==> src/rtl/opb_register_simulink2ppc_snap.sv <==
// rtl/opb_register_simulink2ppc_snap.sv - OPB slave exposing fabric-pushed words with freshness, overrun and count status
//
// Purpose:
//   User logic pushes 32-bit words with user_valid. The PPC reads them over OPB.
//   Window layout, aliased every 16 bytes:
//     0x0 DATA   (RO)  last captured word
//     0x4 STATUS (RO)  bit31 FRESH, bit30 OVERRUN
//     0x8 COUNT  (RO)  wrapping capture counter
//     0xC CTRL   (WO)  write bit 0 with byte lane 3 enabled to clear OVERRUN and COUNT
//
// Ports:
//   OPB_Clk, OPB_Rst          sole clock, synchronous active-high reset
//   OPB_ABus/BE/DBus/RNW      OPB request, big-endian bit numbering (bit 0 = MSB)
//   OPB_select, OPB_seqAddr   transfer request, burst hint (ignored)
//   Sl_DBus, Sl_xferAck       read data and acknowledge; both zero outside the ack cycle
//   Sl_errAck/retry/toutSup   tied low
//   user_data_in, user_valid  fabric word and its capture strobe
module opb_register_simulink2ppc_snap #(
    parameter logic [31:0] C_BASEADDR   = 32'h01003300,
    parameter logic [31:0] C_HIGHADDR   = 32'h010033FF,
    parameter int          C_OPB_AWIDTH = 32,
    parameter int          C_OPB_DWIDTH = 32,
    parameter              C_FAMILY     = "virtex5"
) (
    input  logic                      OPB_Clk,
    input  logic                      OPB_Rst,
    input  logic [0:C_OPB_AWIDTH-1]   OPB_ABus,
    input  logic [0:C_OPB_DWIDTH/8-1] OPB_BE,
    input  logic [0:C_OPB_DWIDTH-1]   OPB_DBus,
    input  logic                      OPB_RNW,
    input  logic                      OPB_select,
    input  logic                      OPB_seqAddr,
    output logic [0:C_OPB_DWIDTH-1]   Sl_DBus,
    output logic                      Sl_xferAck,
    output logic                      Sl_errAck,
    output logic                      Sl_retry,
    output logic                      Sl_toutSup,
    input  logic [C_OPB_DWIDTH-1:0]   user_data_in,
    input  logic                      user_valid
);

    localparam int unused_family_bits = $bits(C_FAMILY);

    typedef enum logic [1:0] {
        S_IDLE = 2'd0,
        S_ACK  = 2'd1,
        S_GAP  = 2'd2
    } state_t;

    state_t                  state_q;
    logic                    ack_q;
    logic [C_OPB_DWIDTH-1:0] dbus_q;

    logic [C_OPB_DWIDTH-1:0] data_q,    data_d;
    logic                    fresh_q,   fresh_d;
    logic                    overrun_q, overrun_d;
    logic [31:0]             count_q,   count_d;

    logic                    hit;
    logic                    decode;
    logic [1:0]              word_off;
    logic                    data_read;
    logic                    ctrl_clear;
    logic [C_OPB_DWIDTH-1:0] rd_word;
    logic                    unused_inputs;

    assign unused_inputs = ^{OPB_seqAddr, OPB_BE[0:2], OPB_DBus[0:30], OPB_ABus[30:31]};

    assign hit      = OPB_select && (OPB_ABus >= C_BASEADDR) && (OPB_ABus <= C_HIGHADDR);
    // Only IDLE decodes, so a select held through ACK/GAP cannot retrigger early.
    assign decode   = (state_q == S_IDLE) && hit;
    assign word_off = OPB_ABus[28:29];

    assign data_read  = decode && OPB_RNW && (word_off == 2'd0);
    assign ctrl_clear = decode && !OPB_RNW && (word_off == 2'd3) && OPB_BE[3] && OPB_DBus[31];

    // Read word is taken from the pre-update register state of the decode cycle.
    always_comb begin
        rd_word = '0;
        case (word_off)
            2'd0:    rd_word = data_q;
            2'd1:    rd_word = {fresh_q, overrun_q, 30'd0};
            2'd2:    rd_word = count_q;
            default: rd_word = '0;
        endcase
    end

    // Capture and clear: a clear in the same cycle as a capture leaves COUNT at 1.
    always_comb begin
        data_d    = data_q;
        fresh_d   = fresh_q;
        overrun_d = overrun_q;
        count_d   = count_q;
        if (user_valid) begin
            data_d  = user_data_in;
            fresh_d = 1'b1;
            count_d = count_q + 32'd1;
            // A concurrent DATA read consumes the old word, so it is not an overrun.
            if (fresh_q && !data_read) begin
                overrun_d = 1'b1;
            end
        end else if (data_read) begin
            fresh_d = 1'b0;
        end
        if (ctrl_clear) begin
            overrun_d = 1'b0;
            count_d   = user_valid ? 32'd1 : 32'd0;
        end
    end

    always_ff @(posedge OPB_Clk) begin
        if (OPB_Rst) begin
            data_q    <= '0;
            fresh_q   <= 1'b0;
            overrun_q <= 1'b0;
            count_q   <= '0;
        end else begin
            data_q    <= data_d;
            fresh_q   <= fresh_d;
            overrun_q <= overrun_d;
            count_q   <= count_d;
        end
    end

    always_ff @(posedge OPB_Clk) begin
        if (OPB_Rst) begin
            state_q <= S_IDLE;
            ack_q   <= 1'b0;
            dbus_q  <= '0;
        end else begin
            case (state_q)
                S_IDLE: begin
                    ack_q  <= 1'b0;
                    dbus_q <= '0;
                    if (hit) begin
                        state_q <= S_ACK;
                        ack_q   <= 1'b1;
                        dbus_q  <= OPB_RNW ? rd_word : '0;
                    end
                end
                S_ACK: begin
                    state_q <= S_GAP;
                    ack_q   <= 1'b0;
                    dbus_q  <= '0;
                end
                S_GAP: begin
                    state_q <= S_IDLE;
                    ack_q   <= 1'b0;
                    dbus_q  <= '0;
                end
                default: begin
                    state_q <= S_IDLE;
                    ack_q   <= 1'b0;
                    dbus_q  <= '0;
                end
            endcase
        end
    end

    // Big-endian bus: dbus_q[31] lands on Sl_DBus[0].
    assign Sl_DBus    = dbus_q;
    assign Sl_xferAck = ack_q;
    assign Sl_errAck  = 1'b0;
    assign Sl_retry   = 1'b0;
    assign Sl_toutSup = 1'b0;

endmodule

==> config.mk <==
export PLATFORM = sky130hd
export DESIGN_NAME = opb_register_simulink2ppc_snap
export DESIGN_NICKNAME = d
export VERILOG_FILES = /design/src/rtl/opb_register_simulink2ppc_snap.sv
export SDC_FILE = /design/constraint.sdc
export NUM_CORES = 1
export LEC_CHECK = 0
export CAP_MARGIN = 20
export CORE_MARGIN = 2
export CORE_UTILIZATION = 41
export DETAILED_ROUTE_END_ITERATION = 10
export GPL_ROUTABILITY_DRIVEN = 0
export PLACE_DENSITY = 0.76
export SYNTH_ARGS = -nofsm -noshare
export SYNTH_HDL_FRONTEND = slang
export SYNTH_SLANG_ARGS = --single-unit
==> constraint.sdc <==
create_clock -name OPB_Clk -period 1.85 [get_ports OPB_Clk]
set_input_delay 0.2775 -clock OPB_Clk [delete_from_list [all_inputs] [get_ports OPB_Clk]]
set_output_delay 0.2775 -clock OPB_Clk [all_outputs]
set_load 0.05 [all_outputs]
Word level (Yosys, flattened, before mapping)
Cells that the tools add are included.
W data, S select, Z words.
{"block": "totals", "output_inout_bits": 36, "regBits": 101, "input_bits": 106}
{"block": "op_classes", "mux": 9, "addsub": 1, "n_reduce_logical": 20, "order_cmp": 2, "n_eq_ne": 5, "n_bitwise": 3}
{"cell": "$pmux W32 S3", "count": 1}
{"cell": "$mux W32", "count": 2}
{"cell": "$add A32 B1 Y32 const B", "count": 1}
{"cell": "$ge A32 B25 Y1 const B", "count": 1}
{"cell": "$le A32 B25 Y1 const B", "count": 1}
{"cell": "$logic_and A1 B1 Y1", "count": 10}
{"cell": "$eq A2 B1 Y1 const B", "count": 2}
{"cell": "$eq A2 B2 Y1 const B", "count": 2}
{"cell": "$logic_not A2 Y1", "count": 2}
{"cell": "$mux W1", "count": 4}
{"cell": "$pmux W2 S2", "count": 1}
{"cell": "$reduce_bool A2 Y1", "count": 2}
{"cell": "$reduce_or A2 Y1", "count": 2}
{"cell": "$reduce_or A4 Y1", "count": 1}
{"cell": "$not A1 Y1", "count": 3}
{"cell": "$logic_not A1 Y1", "count": 2}
{"cell": "$mux W2", "count": 1}
{"cell": "$ne A2 B2 Y1 const B", "count": 1}
{"cell": "$reduce_and A2 Y1", "count": 1}

Longest topological paths before layout
Gate-level depths: netlist of run 1.
{"block": "logic_depth", "depth_word": 9, "depth_mapped": 7, "ltp_nobuf": 5}

Worst setup path after synthesis of run 1
Ideal clock, no wire load.
{"block": "synth_timing", "kind": "flip-flop to flip-flop", "from": "register count_q[0]", "to": "register count_q[20]", "n_path_buf": 1, "arrival_ns": 1.646, "synth_period_minus_slack_ns": 1.716, "setup_slack_ns": 0.134, "setup_time_ns": 0.070, "stages_incl_launch_ff": 7, "required_ns": 1.780, "path_cell_list": "dfxtp_1 > ha_1 > nand3_1 > or3_4 > buf_6 > or4_1 > a21oi_1"}
{"block": "synth_via", "elab_chain_cells": 3}
{"element": "start: declaration", "line_no": "57", "rtl": "logic [31:0] count_q, count_d;"}
{"element": "start signal: assignment", "line_no": "121", "rtl": "count_q <= count_d;"}
{"element": "$add A32 B1 Y32", "line_no": "97", "rtl": "count_d = count_q + 32'd1;"}
{"element": "$mux W32", "line_no": "94", "rtl": "if (user_valid) begin"}
{"element": "$mux W32", "line_no": "105", "rtl": "if (ctrl_clear) begin"}
Every way passes these cells. The select of a mux whose other input is x is not followed.
A chain may end at the register's enable or synchronous reset.

Final worst setup path of run 1
{"block": "layout_timing", "from": "register count_q[0]", "to": "register count_q[28]"}
Same word-level chain as after synthesis.

==> results of run 1 <==
## path summary, 6_finish.rpt
path | from | to | slack [ps]
worst max-delay path | count_q[0] | count_q[28] | 60
worst max register to register | count_q[0] | count_q[28] | 60
worst min-delay path | OPB_ABus[4] | state_q[0] | 460
worst min register to register | state_q[1] | state_q[1] | 500
## logic make-up after synthesis
family / count (synthesis) / synth area share (%)
simple gates: 174 / 22.27
flops: 101 / 48.82
mux: 65 / 15.71
compound gates: 42 / 5.952
buf+inv: 32 / 4.108
xor+xnor: 13 / 2.749
fa+ha+maj: 1 / 0.3021
other cells: 1 / 0.09055
## through the flow
step | hold WS (ps) | utilization [%] | power [uW] | std cells | cell area (um2)
after global routing | 479.0 | 58.67 | 4257 | 683 | 5734
after detailed placement | 438.8 | 54.43 | 2680 | 656 | 5320
after global placement | 432.3 | 54.43 | 2669 | 656 | 5320
after CTS | 446.2 | 56.58 | 4112 | 672 | 5530
final | 461.4 | 58.67 | 4123 | 683 | 5734
after floorplan | 367.2 | - | 2487 | 431 | 4149
## Yosys cell counts, types with 2 or more instances
cell	n	area (um2)
o31ai_1	13	97.59
buf_2	7	35.03
xnor2_1	5	43.79
xor2_1	8	70.07
and3_1	4	25.02
dfxtp_1	101	2022
nand2_1	16	60.06
clkbuf_1	9	33.78
mux2i_1	65	650.6
or3_1	6	37.54
inv_1	4	15.01
nor4_1	4	25.02
nor4_2	2	25.02
buf_1	5	18.77
buf_4	3	22.52
nand4_2	3	37.54
nor3_1	6	30.03
a21oi_1	21	105.1
or4_1	12	90.09
nand3_1	8	40.04
buf_6	4	45.04
nand4_1	11	68.82
and4_1	7	61.31
o21ai_0	7	35.03
nor2b_1	2	12.51
nor2_1	83	311.6
## where the power goes
group	internal, uW	switching (uW)
Sequential	2220	25.9
Combinational	231	171
Clock	700	772
Total	3150	969
## worst max-delay path, delay by kind of cell (launching register included)
kind	cells	cell delay, ps
simple gates	3	1030
flops	1	360
fa+ha+maj	1	190
compound gates	1	150
## layout make-up
cell class	count	area, um2	share of cell area (%)
clock buffers	11	151.4	2.640
inverters	4	15.01	0.2618
multi-input cells	302	2081	36.29
flip-flops and latches	101	2026	35.33
clock inverters	5	58.81	1.026
well taps	133	166.4	2.902
repair buffers	127	1236	21.56
## flip-flops by register name, indices dropped and copies added, names as in the netlist
register,flops
Sl_xferAck,1
data_q,32
Sl_DBus,32
fresh_q,1
overrun_q,1
state_q,2
count_q,32
## metal layers
layer | vias up | GRT usage, % | share of wire [%]
li1 | 1757 | - | -
met1 | 1723 | 20.95 | 44
met2 | 118 | 28.06 | 48
met3 | 13 | 4.887 | 6.8
met4 | 0 | 5.598 | 1.3
met5 | - | 0 | 0
## what timing repair did
action / 4_1_cts / 5_1_grt
buffers inserted: 0 / 5
endpoints found under the setup margin: 0 / 33
gates resized for setup: 0 / 27
==> results.toml, run 1 <==
[floorplanning]
ioPinCount = 142
core_area_um2 = 9774
dieHeight_um = 104.5
dieWidth_um = 104.5
die_area_um2 = 10920
start_util_pct = 42.37
rows = 36

[setup_path]
reg2reg_depth = 5
path_class = "register to register"
cp_cell_sequence = "ha_2, nand3_2, or3_4, or4_4, a21oi_2"
worstPathRequired_ps = 2160
critPathCaptureType = "register"
cp_slowest_stage_delay_ps = 500
worstPathArrival_ps = 2100
cp_slowest_cell = "or4_4"
cp_max_fo = 5
startpoint_type = "register"

[clock_tree]
clk_latency_ps = 370
clock_sinks = 101
cts_tree = "built"
htreeDepth = 3
clk_path_buf_depth = 2
cts-buffers-inserted = 9
hold_buffers = 0
cts-root-buf = "clkbuf_8"
path_clk_slew_ps = 100

[logic_synthesis]
ys_ff_latch = 101
synth_ff_type = "dfxtp_1"
synthCells = 429
synth_area_um2 = 4141
yosysSeqAreaShare_pct = 48.82
yosysWarningCount = 0
ys_types = 39
avgSynthCellArea_um2 = 9.654
synth_enable_flop_cells = 0
async_reset_ff_share_pct = 0

[drt]
dr.pass1.iters = 4
drtIter0Drc = 137
wl_um = 10470
wl_per_cell_um = 15.33
vias = 3611
antenna_left = 0
drc = 0
post_drt_via_cell_ratio = 5.287

[global_route]
antenna_found_initial = 0
grt_pass1_wl_um = 15140
grt.total_usage_pct = 16.88
overflow = 0
first_global_vias = 3293
grt_max_degree = 39

[cells_and_area]
n_antenna_cell = 0
final.fill_count = 869
final_cell_mix = "dfxtp_1, clkdlybuf4s50_1, nor2_1, mux2i_1, buf_4"
final_common_cell = "dfxtp_1"
layout-drive-gt1-share_pct = 14.36
nets = 652
syn_to_final_growth_pct = 38.46

[min_path]
hold_depth = 5
hp-class = "input port to register"

[sta]
finalHoldViolations = 0
report.final.slew_viol_count = 0
post-route-min-period_ps = 1794
setup_viol = 0
totalNegativeSetupSlack_ps = 0
relSlewSlack_pct = 65.96
setup_ws_ps = 56.14
skew_ps = 9.470
worst_pin_slew_ps = 509.1
max_freq_mhz = 557.5
timing.final.crit_share_pct = 96.97

[pwr]
peakVddDrop_uv = 345.2
leakage_uw = 0.002223
p_per_area_nw_per_um2 = 719.1

[placement]
place_ws_ps = -351.4
hpwl_um = 6518
port_buffers = 97

[run]
cap_violations = 0

[status]
status = "finished clean"
Power figures use the tool's default switching activity.
==> run 2: changes to the inputs <==
Settings changed: MAX_ROUTING_LAYER set to met4.
==> run 2 against run 1 <==
  * Cell area is the same
  * Worst hold slack lost 19 ps
  * Cell count is the same
  * Register-to-register slack is essentially flat
  * Flip-flop and latch count is the same
  * Critical path type is now input port to register
  * Global-route usage grew 0.48 points
  * Highest routed layer unchanged
  * Routed wire length grew 0.99%
  * Die area is the same
  * Critical path depth grew 2
  * Clock skew shrank 1.9 ps
==> results.toml, run 2 (same netlist as run 1, synthesis figures left out) <==
[floorplanning]
ioPinCount = 142
dieWidth_um = 104.5
die_area_um2 = 10920
core_area_um2 = 9774
start_util_pct = 42.37
dieHeight_um = 104.5
rows = 36

[clock_tree]
clk_latency_ps = 370
cts-root-buf = "clkbuf_8"
cts_tree = "built"
clk_path_buf_depth = 2
htreeDepth = 3
clock_sinks = 101
path_clk_slew_ps = 100
cts-buffers-inserted = 9

[pwr]
total_power_uw = 4118
leakage_uw = 0.002223
peakVddDrop_uv = 346.1
p_per_area_nw_per_um2 = 718.2

[min_path]
hp-class = "input port to register"
hold_end = "state_q[0]"
hold_depth = 5
worstHoldStart = "OPB_ABus[15]"

[sta]
setup_ws_ps = 47.01
timing.final.crit_share_pct = 97.46
worst_pin_slew_ps = 509.2
skew_ps = 7.555
relSlewSlack_pct = 65.95
finalHoldViolations = 0
post-route-min-period_ps = 1803
report.final.slew_viol_count = 0
setup_viol = 0
worst_hold_slack_ps = 442.1
max_freq_mhz = 554.6

[cells_and_area]
design_area_um2 = 5734
layout-drive-gt1-share_pct = 14.73
nets = 652
seqCellArea_um2 = 2026
utilization_pct = 58.67
multi_input_area_um2 = 2077
final_common_cell = "dfxtp_1"
final.fill_count = 866
n_antenna_cell = 0
syn_to_final_growth_pct = 38.46
final_cell_mix = "dfxtp_1, clkdlybuf4s50_1, nor2_1, mux2i_1, buf_4"

[setup_path]
rr_endpoint = "count_q[28]"
reg2reg_depth = 4
worstReg2RegStart = "count_q[10]"
cp_cell_sequence = "clkdlybuf4s50_1, nor2b_1, nand4_1, o31ai_4, buf_4, buf_12, a21oi_1"
startpoint_type = "input port"
crit_buf_inv = 3
cp_max_fo = 16
cp_slowest_stage_delay_ps = 650
r2r_slack_ps = 60
path_class = "input port to register"
worstPathRequired_ps = 2100
worstPathArrival_ps = 2060
cp_slowest_cell = "clkdlybuf4s50_1"
crit_family = "buffers and inverters"
critPathCaptureType = "register"

[drt]
post_drt_via_cell_ratio = 5.261
wl_per_cell_um = 15.48
dr.pass1.iters = 4
drc = 0
drtIter0Drc = 145
vias = 3593
antenna_left = 0
wl_um = 10570

[placement]
place_ws_ps = -351.4
hpwl_um = 6518
port_buffers = 97
placed_area_um2 = 5320

[global_route]
grt_pass1_wl_um = 15150
antenna_found_initial = 0
overflow = 0
first_global_vias = 3291
grt_max_degree = 39
grt.total_usage_pct = 17.37

[status]
status = "finished clean"

[run]
cap_violations = 0
## run 2: cell counts in the layout (fill, tap and decap cells not counted)
No cell type changed its count.
## run 2: final cells by class
type,count,share of cell area (%)
multi-input cells,302,36.22
well taps,133,2.902
clock buffers,11,2.640
inverters,4,0.2618
repair buffers,127,21.62
flip-flops and latches,101,35.33
clock inverters,5,1.026
## run 2: what timing repair did
item / CTS / global route
hold buffers: 0 / 0
endpoints found under the setup margin: 0 / 33
resized for setup: 0 / 29
setup buffers: 0 / 5
## run 2: per-stage QoR
step           TNS (ps)  instances
2_1_floorplan         0        431
3_3_place_gp     -16440        656
3_5_place_dp     -17330        656
4_1_cts               0        672
5_1_grt          -67.46        683
6_report              0        683
## run 2: power breakdown
| part | internal, uW | switching (uW) | leakage (uW) |
|---|---|---|---|
| clock network | 699 | 768 | 0.000102 |
| logic | 230 | 171 | 0.00130 |
| registers | 2220 | 25.9 | 0.000822 |
## run 2: per-layer routing
layer | vias up | wire length (um) | global-route usage [%]
met4 | 0 | 168 | 5.598
met3 | 17 | 743 | 4.887
li1 | 1755 | - | -
met5 | - | 0 | -
met1 | 1689 | 4619 | 20.99
met2 | 132 | 5039 | 28.01
## run 2: worst register-to-register path: stages, from the launching register on
cell and delay (ps):
dfxtp_1 420, nand4_1 190, or3_4 470, or4_4 500
a21oi_2 150
## run 2: worst max-delay path by stage
stage | startpoint | end | slack, ps | depth (start not counted)
CTS | count_q[6] | count_q[28] | 9 | 4
floorplan | count_q[0] | count_q[20] | 130 | 6
finish | OPB_ABus[29] | count_q[13] | 50 | 7
global route | state_q[0] | Sl_DBus[6] | -20 | 5
detailed placement | OPB_select | Sl_DBus[21] | -350 | 5
global placement | OPB_select | Sl_DBus[25] | -330 | 5
